### src/rtl/glb_read_streamer.sv
// GLB read-side master: walks a strided address sequence, absorbs the 1-cycle
// GLB read latency through a 2-entry FIFO and presents a valid/ready stream.
module glb_read_streamer #(
  parameter int ADDR_W = 16,
  parameter int DATA_W = 32,
  parameter int LEN_W  = 16
) (
  input  logic              clk,
  input  logic              rst,
  input  logic              cmd_valid,
  output logic              cmd_ready,
  input  logic [ADDR_W-1:0] cmd_addr,
  input  logic [LEN_W-1:0]  cmd_len,
  input  logic [ADDR_W-1:0] cmd_stride,
  output logic [3:0]        glb_w_en,
  output logic [ADDR_W-1:0] glb_address,
  input  logic [DATA_W-1:0] glb_read_data,
  output logic              out_valid,
  input  logic              out_ready,
  output logic [DATA_W-1:0] out_data,
  output logic              out_last,
  output logic              busy,
  output logic              done
);

  typedef enum logic [1:0] {S_IDLE, S_ISSUE, S_DRAIN} state_t;

  state_t            r_state, w_state_nxt;
  logic [ADDR_W-1:0] r_addr, r_stride, r_last_addr;
  logic [LEN_W-1:0]  r_remain;
  logic              r_inflight, r_inflight_last, r_done;
  logic [DATA_W-1:0] r_fifo_data [2];
  logic [1:0]        r_fifo_last;
  logic              r_wr_ptr, r_rd_ptr;
  logic [1:0]        r_count;

  logic w_accept, w_pop, w_issue, w_final_pop, w_last_issue;

  assign out_valid    = (r_count != 2'd0);
  assign out_data     = r_fifo_data[r_rd_ptr];
  assign out_last     = out_valid & r_fifo_last[r_rd_ptr];
  assign w_pop        = out_valid & out_ready;
  assign w_final_pop  = w_pop & out_last;
  assign w_accept     = cmd_valid & cmd_ready;
  // Counting this cycle's pop lets issue resume the same cycle the consumer frees a slot.
  assign w_issue      = (r_state == S_ISSUE) &&
                        (((r_count - {1'b0, w_pop}) + {1'b0, r_inflight}) < 2'd2);
  assign w_last_issue = w_issue && (r_remain == LEN_W'(1));
  assign glb_address  = w_issue ? r_addr : r_last_addr;
  assign glb_w_en     = 4'b0000;
  assign done         = r_done;

  always_comb begin
    w_state_nxt = r_state;
    cmd_ready   = 1'b0;
    busy        = 1'b1;
    case (r_state)
      S_IDLE: begin
        cmd_ready = 1'b1;
        busy      = 1'b0;
        if (cmd_valid && (cmd_len != '0)) w_state_nxt = S_ISSUE;
      end
      S_ISSUE: if (w_last_issue) w_state_nxt = S_DRAIN;
      S_DRAIN: if (w_final_pop)  w_state_nxt = S_IDLE;
      default: w_state_nxt = S_IDLE;
    endcase
  end

  always_ff @(posedge clk or posedge rst) begin
    if (rst) begin
      r_state         <= S_IDLE;
      r_addr          <= '0;
      r_stride        <= '0;
      r_last_addr     <= '0;
      r_remain        <= '0;
      r_inflight      <= 1'b0;
      r_inflight_last <= 1'b0;
      r_done          <= 1'b0;
      r_fifo_data[0]  <= '0;
      r_fifo_data[1]  <= '0;
      r_fifo_last     <= '0;
      r_wr_ptr        <= 1'b0;
      r_rd_ptr        <= 1'b0;
      r_count         <= '0;
    end else begin
      r_state <= w_state_nxt;
      r_done  <= (w_accept && (cmd_len == '0)) || ((r_state == S_DRAIN) && w_final_pop);
      if (w_accept) begin
        r_addr   <= cmd_addr;
        r_stride <= cmd_stride;
        r_remain <= cmd_len;
      end else if (w_issue) begin
        r_addr      <= r_addr + r_stride;
        r_remain    <= r_remain - LEN_W'(1);
        r_last_addr <= r_addr;
      end
      r_inflight      <= w_issue;
      r_inflight_last <= w_last_issue;
      if (r_inflight) begin
        r_fifo_data[r_wr_ptr] <= glb_read_data;
        r_fifo_last[r_wr_ptr] <= r_inflight_last;
        r_wr_ptr              <= ~r_wr_ptr;
      end
      if (w_pop) r_rd_ptr <= ~r_rd_ptr;
      r_count <= r_count + {1'b0, r_inflight} - {1'b0, w_pop};
    end
  end

endmodule
### config.mk
export PLATFORM = sky130hd
export DESIGN_NAME = glb_read_streamer
export DESIGN_NICKNAME = d
export VERILOG_FILES = /design/src/rtl/glb_read_streamer.sv
export SDC_FILE = /design/constraint.sdc
export NUM_CORES = 1
export LEC_CHECK = 0
export ABC_CLOCK_PERIOD_IN_PS = 5800
export CAP_MARGIN = 20
export CORE_AREA = 4 4 123 154
export DETAILED_ROUTE_END_ITERATION = 10
export DIE_AREA = 0 0 127 158
export DONT_BUFFER_PORTS = 1
export GPL_ROUTABILITY_DRIVEN = 0
export PLACE_DENSITY = 0.54
export SLEW_MARGIN = 20
export SYNTH_ARGS = -nofsm -noshare
export SYNTH_HDL_FRONTEND = slang
export SYNTH_SLANG_ARGS = --single-unit
### constraint.sdc
create_clock -name clk -period 5.8 [get_ports clk]
set_input_delay 0.58 -clock clk [delete_from_list [all_inputs] [get_ports clk]]
set_output_delay 0.58 -clock clk [all_outputs]
set_load 0.02 [all_outputs]
==> flow_summary.ini, run 1 <==
[critical_path]
crit_chain = nor2_1, inv_1, nand2_1, inv_1, ha_1, inv_1, ha_1, xor3_1, or3_1, clkinv_2, nand2_1, nand2_1
critPathLaunchType = flop
max_stage_delay_ps = 730
cp-end-kind = output pin
crit_slowest_cell = clkinv_2
cp.required_ps = 5220
arrival_ps = 3910
worst-path-max-fanout = 38
crit_type = flop to output pin

[final_layout]
finalNonFillerCells = 875
insertedDiodeCount = 0
drive_gt1_share_pct = 22.4
fillers = 1634
layout_commonest_cell = nand2_1
fin_util_pct = 44.4
multi_input_area_um2 = 3200
final_nets = 743
final_area_um2 = 7730
layout_common_cells = nand2_1 (145), dfrtp_1 (139), mux2_2 (98), a21oi_1 (24), nor2_1 (22)
register_area_um2 = 3480
syn_to_final_growth_pct = 12.1

[clocking]
cts_hold_buffers = 0
h-tree-depth = 4
cts-root-buf = clkbuf_16
cts.sinks = 139
ctsResizeCount = 0
cts_tree = built
clk_latency_ps = 410
numCtsBuffers = 17
clk_pin_slew_ps = 60
cts_max_path_buffers = 2
post_cts_buffers = 0

[timing]
post-route-period-util_pct = 77.3
rsz0062_at_grt = false
max_slew_margin_pct = 37.0
tightestPinTransition_ps = 945
tns_ps = 0
setup_viol = 0
postLayoutSetupSlackWorst_ps = 1310
finalCriticalPeriod_ps = 4490
fmax_ghz = 0.223
fin_skew_ps = 7.77
hold_viol = 0
drv_slew = 0
hold-worst-slack_ps = 134

[pwr]
p_int_mw = 1.98
p_sw_mw = 0.699
power.density_nw_per_um2 = 346
p_leak_nw = 3.58
p_comb_share_pct = 15.9
ir_worst_vdd_v = 0.000152
total_power_mw = 2.67
switching_share_pct = 26.1
clkPwrFrac_pct = 45.0
seq_power_share_pct = 39.0

[hold_path]
hold_class = input port to asynchronous set/reset pin

[grt]
groute.usage.overall_pct = 16.5
overflow = 0
antenna_found_initial = 0
grt_max_degree = 80
grt_pass1_wl_mm = 26.5
grt_pass1_vias = 5168

[placed_design]
placed_cell_area_um2 = 7080
port_buffers = 0
placed_cells = 844
post-place-ws_ps = 1660
hpwlAfterDp_mm = 11.2

[synthesis]
synth_ff_type = dfrtp_1
yosysWarningCount = 0
syn_inst = 646
synth-edff-count = 0
ys_types = 59
yosys.area.top_type = dfrtp_1
synth_area_leaders = dfrtp_1 (50%), mux2_2 (16%), nand2_1 (7.9%), ha_1 (3.4%), a21oi_1 (1.7%)
ys_ff_latch = 139
synth_top_area_share_pct = 50.4
yosysSeqAreaShare_pct = 50.4
postSynthAreaPerCell_um2 = 10.7
synthArstFlopShare_pct = 100
syn_area_um2 = 6900

[die]
die_area_um2 = 20100
die_h_um = 158
num_io_pins = 141
die_w_um = 127
core_um2 = 17400
rows = 54
initial_core_util_pct = 39.6

[route]
wl_per_cell_um = 18.5
wl_mm = 16.1
ant_nets = 0
drt_iter0_drc = 237
dr.max_layer_used = met4
drc = 0
wirelength_met1_mm = 6.68
avgViaCountPerCell = 5.49
met2WireLength_mm = 8.10
routed-via-count = 4803
firstDrtPassIters = 4
wl_met3_mm = 1.07

[run_status]
outcome = completed

[run]
cap_violations = 0
## synth_stat cells, types with 5 or more instances
library cell,n
a211o_1,5
nor4_1,9
clkbuf_1,20
ha_1,19
nand2_1,145
o22ai_1,9
nand3_1,7
inv_1,16
buf_4,5
a221o_1,8
nor2_1,22
o21ai_0,13
o21a_1,5
xnor2_1,6
a21oi_1,24
nor3_1,9
dfrtp_1,139
a22oi_1,6
mux2_2,98
## critical path, delay by kind of cell, from the launching register on
| kind | cells | cell delay (ps) |
|---|---|---|
| and+or+nand+nor | 5 | 1460 |
| DFF | 1 | 380 |
| xor gates and xnor gates | 1 | 230 |
| buffers and inverters | 4 | 980 |
| adders and majority gates | 2 | 430 |
## layout make-up
type	count	area share, %
multi-input combinational	458	41.4
clock inverter	11	2.46
clock buffer	20	6.04
inverter	17	0.906
tap	224	3.62
timing repair buffer	6	0.583
sequential	139	45.0
## flip-flops by register name, summed over array words and instances, names as in the netlist
register / count
done: 1
r_addr: 16
r_count: 2
r_fifo_data: 64
r_fifo_last: 2
r_inflight: 1
r_inflight_last: 1
r_last_addr: 16
r_rd_ptr: 1
r_remain: 16
r_state: 2
r_stride: 16
r_wr_ptr: 1
## path summary, 6_finish.rpt
kind	from	to	slack (ps)	cells after the start
worst max-delay path	r_count[1]	glb_address[14]	1310	12
worst min-delay path	rst	r_fifo_data[36]	130	1
worst max register to register	r_count[1]	r_addr[14]	1890	13
worst min register to register	r_last_addr[3]	r_last_addr[3]	470	2
max in group asynchronous	rst	r_fifo_data[27]	4340	2
min in group clk	cmd_stride[4]	r_stride[4]	270	2
## cells by family (layout without fill, tap and decap cells)
group / after synthesis / count (layout) / synth area share (%)
mux: 99 / 99 / 16.1
fa+ha+maj: 20 / 20 / 3.74
other cells: 1 / 4 / 0.0544
simple gates: 221 / 221 / 14.2
flops: 139 / 139 / 50.4
xor+xnor: 11 / 11 / 1.61
buf+inv: 52 / 54 / 3.41
compound gates: 103 / 103 / 10.5
## power groups by stage
stage	combinational (mW)	clock (mW)	sequential (mW)
global route	0.460	1.28	1.05
finish	0.425	1.20	1.04
detailed placement	0.429	0	1.06
floorplan	0.372	0	1.05
CTS	0.433	1.24	1.04
global placement	0.427	0	1.06
## routing by layer
metal,track usage [%],up-vias
li1,-,2267
met1,19.1,2373
met2,28.9,141
met4,5.52,0
met3,5.60,22
met5,0,-
Note: power is estimated with default switching activity, not from simulation.
==> run 2: changes to the inputs <==
Settings changed: ABC_CLOCK_PERIOD_IN_PS 5800 to 4400.
Clock period 5.8 ns to 4.4 ns, I/O delays scaled along.
==> run 2 against run 1 <==
The run now ends with negative hold slack left. Power is 25% higher. Sequential share of layout area is 0.40 points higher. Critical path depth stayed put. Combinational power is 32% higher. Global-route usage is 0.085 points higher. Highest routed layer unchanged.
==> flow_summary.ini, run 2 (synthesis results as in run 1) <==
[route]
firstDrtPassIters = 5
drc = 0
avgViaCountPerCell = 5.53
ant_nets = 0
wl_per_cell_um = 18.6
drt_iter0_drc = 309
wl_mm = 16.3
routed-via-count = 4854

[grt]
grt_max_degree = 112
antenna_found_initial = 0
overflow = 0
grt_pass1_wl_mm = 26.6
groute.usage.overall_pct = 16.6
grt_pass1_vias = 5129

[critical_path]
worst-r2r-setup-slack_ps = 1060
crit_chain = nor2_1, inv_1, nand2_1, inv_1, ha_1, inv_1, ha_1, xor3_1, or3_1, clkinv_2, nand2_1, nand2_1
r2r_start = r_count[1]
crit_slowest_cell = clkinv_2
crit_type = flop to output pin
rr_endpoint = r_remain[2]
cp.required_ps = 3960
reg2reg_depth = 13
cp-end-kind = output pin
worst-path-max-fanout = 38
arrival_ps = 3260
critPathLaunchType = flop
max_stage_delay_ps = 440

[die]
die_h_um = 158
die_w_um = 127
rows = 54
core_um2 = 17400
initial_core_util_pct = 39.6
die_area_um2 = 20100
num_io_pins = 141

[hold_path]
hold_class = input port to asynchronous set/reset pin

[timing]
tns_ps = 0
fin_skew_ps = 6.90
fmax_ghz = 0.270
setup_viol = 0
hold_viol = 2
finalCriticalPeriod_ps = 3700
post-route-period-util_pct = 84.1
tightestPinTransition_ps = 922
max_slew_margin_pct = 38.6
postLayoutSetupSlackWorst_ps = 700
rsz0062_at_grt = false
drv_slew = 0
hold-worst-slack_ps = -3.77

[pwr]
ir_worst_vdd_v = 0.000205
p_sw_mw = 0.987
p_comb_share_pct = 16.8
seq_power_share_pct = 41.2
p_leak_nw = 3.54
switching_share_pct = 29.5
p_int_mw = 2.35
clkPwrFrac_pct = 41.9
power.density_nw_per_um2 = 436
total_power_mw = 3.34

[clocking]
numCtsBuffers = 17
cts.sinks = 139
cts_max_path_buffers = 2
cts_tree = built
ctsResizeCount = 0
cts_hold_buffers = 0
clk_latency_ps = 410
post_cts_buffers = 0
cts-root-buf = clkbuf_16
clk_pin_slew_ps = 60
h-tree-depth = 4

[run_status]
failed_checks = negative hold slack
outcome = finished with violations

[final_layout]
layout_commonest_cell = nand2_1
final_area_um2 = 7660
insertedDiodeCount = 0
largest_reg_flops = 64
drive_gt1_share_pct = 22.7
syn_to_final_growth_pct = 11.1
regMostFlops = r_fifo_data
layout_common_cells = nand2_1 (145), dfrtp_1 (139), mux2_2 (98), a21oi_1 (24), nor2_1 (22)
final_nets = 744

[placed_design]
placed_cell_area_um2 = 7080
port_buffers = 0
post-place-ws_ps = 1030
hpwlAfterDp_mm = 11.4

[run]
cap_violations = 0
==> run 2: cell types whose count changed in the layout (fill, tap and decap cells not counted) <==
cell,previous run,this run
clkinv_2,4,1
clkinv_4,1,3
inv_8,0,3
clkinvlp_4,1,3
clkbuf_8,3,0
inv_6,2,6
buf_4,6,7
bufinv_16,5,1
==> run 2: power by group through the flow <==
| stage | Clock, mW | Combinational (mW) | Sequential (mW) |
|---|---|---|---|
| global placement | 0 | 0.560 | 1.40 |
| floorplan | 0 | 0.491 | 1.38 |
| finish | 1.40 | 0.562 | 1.38 |
| CTS | 1.44 | 0.572 | 1.38 |
| detailed placement | 0 | 0.567 | 1.40 |
| global route | 1.51 | 0.607 | 1.38 |
==> run 2: worst max-delay path by stage <==
stage,startpoint,to,slack [ps]
2_1_floorplan,rst,done,240
3_3_place_gp,r_count[1],glb_address[14],1150
3_5_place_dp,r_count[1],r_remain[2],1030
4_1_cts,r_count[1],glb_address[14],630
5_1_grt,r_count[1],glb_address[14],380
6_report,r_count[1],glb_address[14],700
==> run 2: area by class of cell <==
| type | instances | area [µm²] |
|---|---|---|
| Fill cell | 1701 | 9770 |
| Inverter | 17 | 72.6 |
| Tap cell | 224 | 280 |
| Clock buffer | 17 | 425 |
| Sequential cell | 139 | 3480 |
| Multi-Input combinational cell | 458 | 3200 |
| Timing Repair Buffer | 7 | 52.6 |
| Clock inverter | 15 | 154 |
==> run 2: metal layers <==
metal	vias up	global-route usage [%]	wire length [µm]	part of all wire, %
met3	19	4.93	1080	6.6
met5	-	0	0	0
li1	2267	-	-	-
met4	0	5.31	225	1.4
met1	2424	18.8	6600	41
met2	144	30.1	8390	51
==> run 2: metrics by stage <==
step | utilization, % | instances
6_report | 44.0 | 877
5_1_grt | 44.0 | 877
4_1_cts | 44.0 | 877
3_5_place_dp | 40.6 | 845
3_3_place_gp | 40.6 | 845
2_1_floorplan | - | 649
==> run 2: worst max-delay path: cells and delay by family, from the launching register on <==
family | cells | cell delay [ps]
AND/OR/NAND/NOR | 5 | 1080
buffers and inverters | 4 | 710
adder cells (fa/ha/maj) | 2 | 400
flip-flops | 1 | 380
XOR/XNOR | 1 | 260
==> RTL change 1: new RTL, settings of run 1 <==
The 3 states of `state_t` get a one-hot encoding in 3 bits.
--- a/src/rtl/glb_read_streamer.sv
+++ b/src/rtl/glb_read_streamer.sv
@@ -23,7 +23,7 @@
   output logic              done
 );
 
-  typedef enum logic [1:0] {S_IDLE, S_ISSUE, S_DRAIN} state_t;
+  typedef enum logic [2:0] {S_IDLE = 3'b001, S_ISSUE = 3'b010, S_DRAIN = 3'b100} state_t;
 
   state_t            r_state, w_state_nxt;
   logic [ADDR_W-1:0] r_addr, r_stride, r_last_addr;
Check against the original RTL: no difference found for any inputs over 4 cycles, from zero or initial values and one cycle with rst high; so few cycles prove little.
==> RTL change 1 against run 1 <==
Area after synthesis decreased by 0.56%; via count down 3.1%; first-iteration DRC count grew 2.1%; wire length decreased by 5.1%; sequential cell count is 1 higher; setup slack better by 480 ps; non-clock buffer count shrank 1; count of clock-buffer cells in the layout decreased by 2; maximum frequency is 12% higher; hold slack improved by 76 ps; design area decreased by 0.66%; critical path type unchanged; critical endpoint is now glb_address[11].
Power is not compared: it rests on default switching activity, and its combinational part moved more than twofold at a synthesized area within 25%.
==> RTL change 1: results (changes against run 1) <==
DRT
-------------------------------------------------------------------------------------------------
Number of vias per cell                                                                     5.361   -2.3%
Initial drt markers                                                                           242   +2.1%
Drt wl/cell                                                                              17.65 um   -4.4%
Wire length on met1                                                                       6287 um   -5.9%
Pre-antenna DRT Iters                                                                           5   +1

GRT
-------------------------------------------------------------------------------------------------
Met3 Use GR                                                                                6.142%   +0.54 points
Number of global-route vias before repair                                                    5024   -2.8%
Overall Global Routing Usage                                                               15.95%   -0.58 points
Global-route wire length before repair                                                   25410 um   -4.2%

YOSYS
-------------------------------------------------------------------------------------------------
Average size of a mapped cell                                                          10.75 um^2   +0.68%
Number of distinct library cell variants in the gate-level netlist after synthesis             58   -1.7%
Most frequent cells after synthesis                                                  sky130_fd_sc_hd__dfrtp_1, sky130_fd_sc_hd__nand2_1, sky130_fd_sc_hd__mux2_2
Sequential-to-total area share from yosys stat                                             51.10%   +0.67 points

CELLS AND AREA
-------------------------------------------------------------------------------------------------
Filler instances                                                                             1618   -0.98%
Number of nets in the layout                                                                  735   -1.1%
Share of final-layout standard cells stronger than drive strength 1                        22.83%   +0.40 points

WORST SETUP PATH
-------------------------------------------------------------------------------------------------
Cells on worst reg2reg path                                                                    14   +1
Maximum net fanout on the critical path                                                        48   +26%
Largest stage delay on the critical path                                                   520 ps   -210 ps
Startpoint of the most critical setup path                                             r_count[0]

STA
-------------------------------------------------------------------------------------------------
Worst Clk Skew                                                                           5.730 ps   -2.042 ps
Min Hold Slack                                                                           210.5 ps   +76.21 ps

OUTCOME
-------------------------------------------------------------------------------------------------
Status                                                                               finished, final reports clean

PLACED DESIGN
-------------------------------------------------------------------------------------------------
DP Area                                                                              0.007049 mm^2   -0.37%
HPWL after detailed placement                                                            10560 um   -6.1%
Post-Place Setup Slack                                                                    2174 ps   +514.7 ps
Cell count after placement                                                                    836   -0.95%

[RTL change 1: cells by family (layout without fill, tap and decap cells)]
group                      after synthesis  in the layout  synth area share [%]
AOI/OAI and AO/OA                       91             91                 8.502
xor gates and xnor gates                19             19                 2.646
adders and majority gates               20             20                 3.758
buffers and inverters                   46             49                 2.773
DFF                                    140            140                 51.10
muxes                                  100            100                 16.40
other                                    1              4               0.05468
and+or+nand+nor                        221            221                 14.76
[RTL change 1: power breakdown]
group | internal, uW | switching [uW]
logic | 893 | 1300
clock network | 732 | 426
registers | 1450 | 272
total | 3070 | 2000
[RTL change 1: final cells by class]
class	count	area [um^2]	area share [%]
tap	224	280.3	3.649
clock buffer	18	439.2	5.718
multi-input combinational	455	3176	41.34
timing repair buffer	5	37.54	0.4887
inverter	12	51.30	0.6679
sequential	140	3505	45.63
clock inverter	14	192.7	2.509
==> RTL change 2: new RTL, config.mk and constraints of run 1 <==
Made on the original files. The parameter `LEN_W` goes from 16 to 32.
--- a/src/rtl/glb_read_streamer.sv
+++ b/src/rtl/glb_read_streamer.sv
@@ -3,7 +3,7 @@
 module glb_read_streamer #(
   parameter int ADDR_W = 16,
   parameter int DATA_W = 32,
-  parameter int LEN_W  = 16
+  parameter int LEN_W  = 32
 ) (
   input  logic              clk,
   input  logic              rst,
Ports: changed (resized cmd_len); port bits go from 141 to 157. No check against the original RTL was run, so the function may have changed too.
==> RTL change 2 against run 1 <==
Sequential cell count is 16 higher; utilization increased by 4.5 points; global-route usage increased by 1.3 points; register-to-register slack gained 370 ps; wire length rose by 9.8%; non-clock buffer count grew 2; design area grew 10%; setup slack gained 470 ps; final cell count is 9.6% higher; first-iteration DRC count up 34%; area after synthesis increased by 12%; critical endpoint is now glb_address[1].
Power is not compared: it rests on default switching activity, and its combinational part moved more than twofold at a synthesized area within 25%.
==> RTL change 2: results (changes against run 1) <==
WORST SETUP PATH
----------------------------------------------------------------------------------
Standard cell with the maximum stage delay on the critical path       sky130_fd_sc_hd__inv_1
Worst reg2reg path startpoint                                           r_count[0]
Worst EP arrival                                                           3440 ps   -470 ps
Maximum net fanout on the critical path                                         22   -42%
Largest stage delay on the critical path                                    520 ps   -210 ps
Setup slack of the worst register-to-register path                         2260 ps   +370 ps

STA
----------------------------------------------------------------------------------
Worst Clk Skew                                                            7.803 ps   +0.03094 ps
Max-slew headroom at the worst pin                                          40.29%   +3.3 points

GRT
----------------------------------------------------------------------------------
GR met2 Demand/Resource                                                     29.99%   +1.1 points
Met3 Use GR                                                                 5.636%   +0.034 points
Number of global-route vias before repair                                     5517   +6.8%
Pin count of the biggest net entering global routing                            86   +7.5%
Global-route track usage on met1                                            22.50%   +3.4 points
Global-route wire length before repair                                    28700 um   +8.3%

YOSYS
----------------------------------------------------------------------------------
Sequential-to-total area share from yosys stat                              50.21%   -0.22 points
Most frequent cells after synthesis                                   sky130_fd_sc_hd__nand2_1, sky130_fd_sc_hd__dfrtp_1, sky130_fd_sc_hd__mux2_2
Top cells by area in the synthesized netlist                          sky130_fd_sc_hd__dfrtp_1, sky130_fd_sc_hd__mux2_2, sky130_fd_sc_hd__nand2_1

PLACED DESIGN
----------------------------------------------------------------------------------
HPWL after detailed placement                                             12430 um   +11%
DP Area                                                               0.007923 mm^2   +12%
Post-Place Setup Slack                                                     2168 ps   +509.2 ps

DRT
----------------------------------------------------------------------------------
Pre-antenna DRT Iters                                                            5   +1
Initial drt markers                                                            317   +34%
DR vias                                                                       5430   +13%
Drt wl/cell                                                               18.49 um   +0.19%

OUTCOME
----------------------------------------------------------------------------------
Status                                                                finished, final reports clean

CELLS AND AREA
----------------------------------------------------------------------------------
Share of final-layout standard cells stronger than drive strength 1         20.82%   -1.6 points
Number of nets in the layout                                                   842   +13%

-- RTL change 2: final cells by class --
class,count,area [um^2]
flip-flops and latches,155,3879
repair buffers,8,60.06
multi-input cells,527,3650
inverters,13,53.80
clock inverters,15,165.2
well taps,224,280.3
fillers,1614,8919
clock buffers,17,425.4
-- RTL change 2: power by group through the flow --
stage                     combinational (uW)  sequential [uW]  clock, uW
after floorplan                         2630             1860          0
after global placement                  3120             1930          0
after detailed placement                3160             1950          0
after CTS                               3180             1930       1140
after global routing                    3460             2010       1200
final                                   3120             1940       1110
-- RTL change 2: logic make-up (layout without fill, tap and decap cells) --
group           count (synthesis)  count (layout)  share of synthesized area [%]
buf+inv                        51              53                          2.899
compound gates                120             120                          10.98
xor+xnor                       18              18                          2.041
mux                           100             100                          14.54
simple gates                  265             265                          15.94
other cells                     1               4                        0.04854
fa+ha+maj                      20              20                          3.337
flops                         155             155                          50.21
-- RTL change 2: worst max-delay path by stage --
| stage | to | slack (ps) | start | cells past startpoint |
|---|---|---|---|---|
| 2_1_floorplan | done | 1040 | rst | 1 |
| 3_3_place_gp | glb_address[1] | 2250 | r_count[1] | 12 |
| 3_5_place_dp | glb_address[1] | 2170 | r_count[0] | 12 |
| 4_1_cts | glb_address[1] | 1710 | r_count[0] | 12 |
| 5_1_grt | glb_address[1] | 1480 | r_count[1] | 12 |
| 6_report | glb_address[1] | 1780 | r_count[0] | 12 |
-- RTL change 2: worst max-delay path: cells and delay by family (launching register included) --
| kind | cells | cell delay [ps] |
|---|---|---|
| muxes | 1 | 110 |
| and+or+nand+nor | 5 | 990 |
| buffers and inverters | 4 | 1030 |
| adders and majority gates | 2 | 490 |
| DFF | 1 | 380 |
-- RTL change 2: per-layer routing --
layer  up-vias  share of wire (%)  routed length [um]
met5         -                  0                   0
met2       168                 50                8825
met1      2650                 43                7553
met3        19                6.5                1155
li1       2593                  -                   -
met4         0                1.1                 197
-- RTL change 2: metrics by stage --
| stage | util, % | hold slack, ps | total power (uW) | instances |
|---|---|---|---|---|
| floorplan | - | 439.5 | 4483 | 733 |
| global placement | 45.45 | 453.7 | 5048 | 927 |
| detailed placement | 45.45 | 456.1 | 5116 | 927 |
| CTS | 48.84 | 197.0 | 6256 | 959 |
| global route | 48.84 | 211.4 | 6664 | 959 |
| finish | 48.84 | 170.8 | 6161 | 959 |
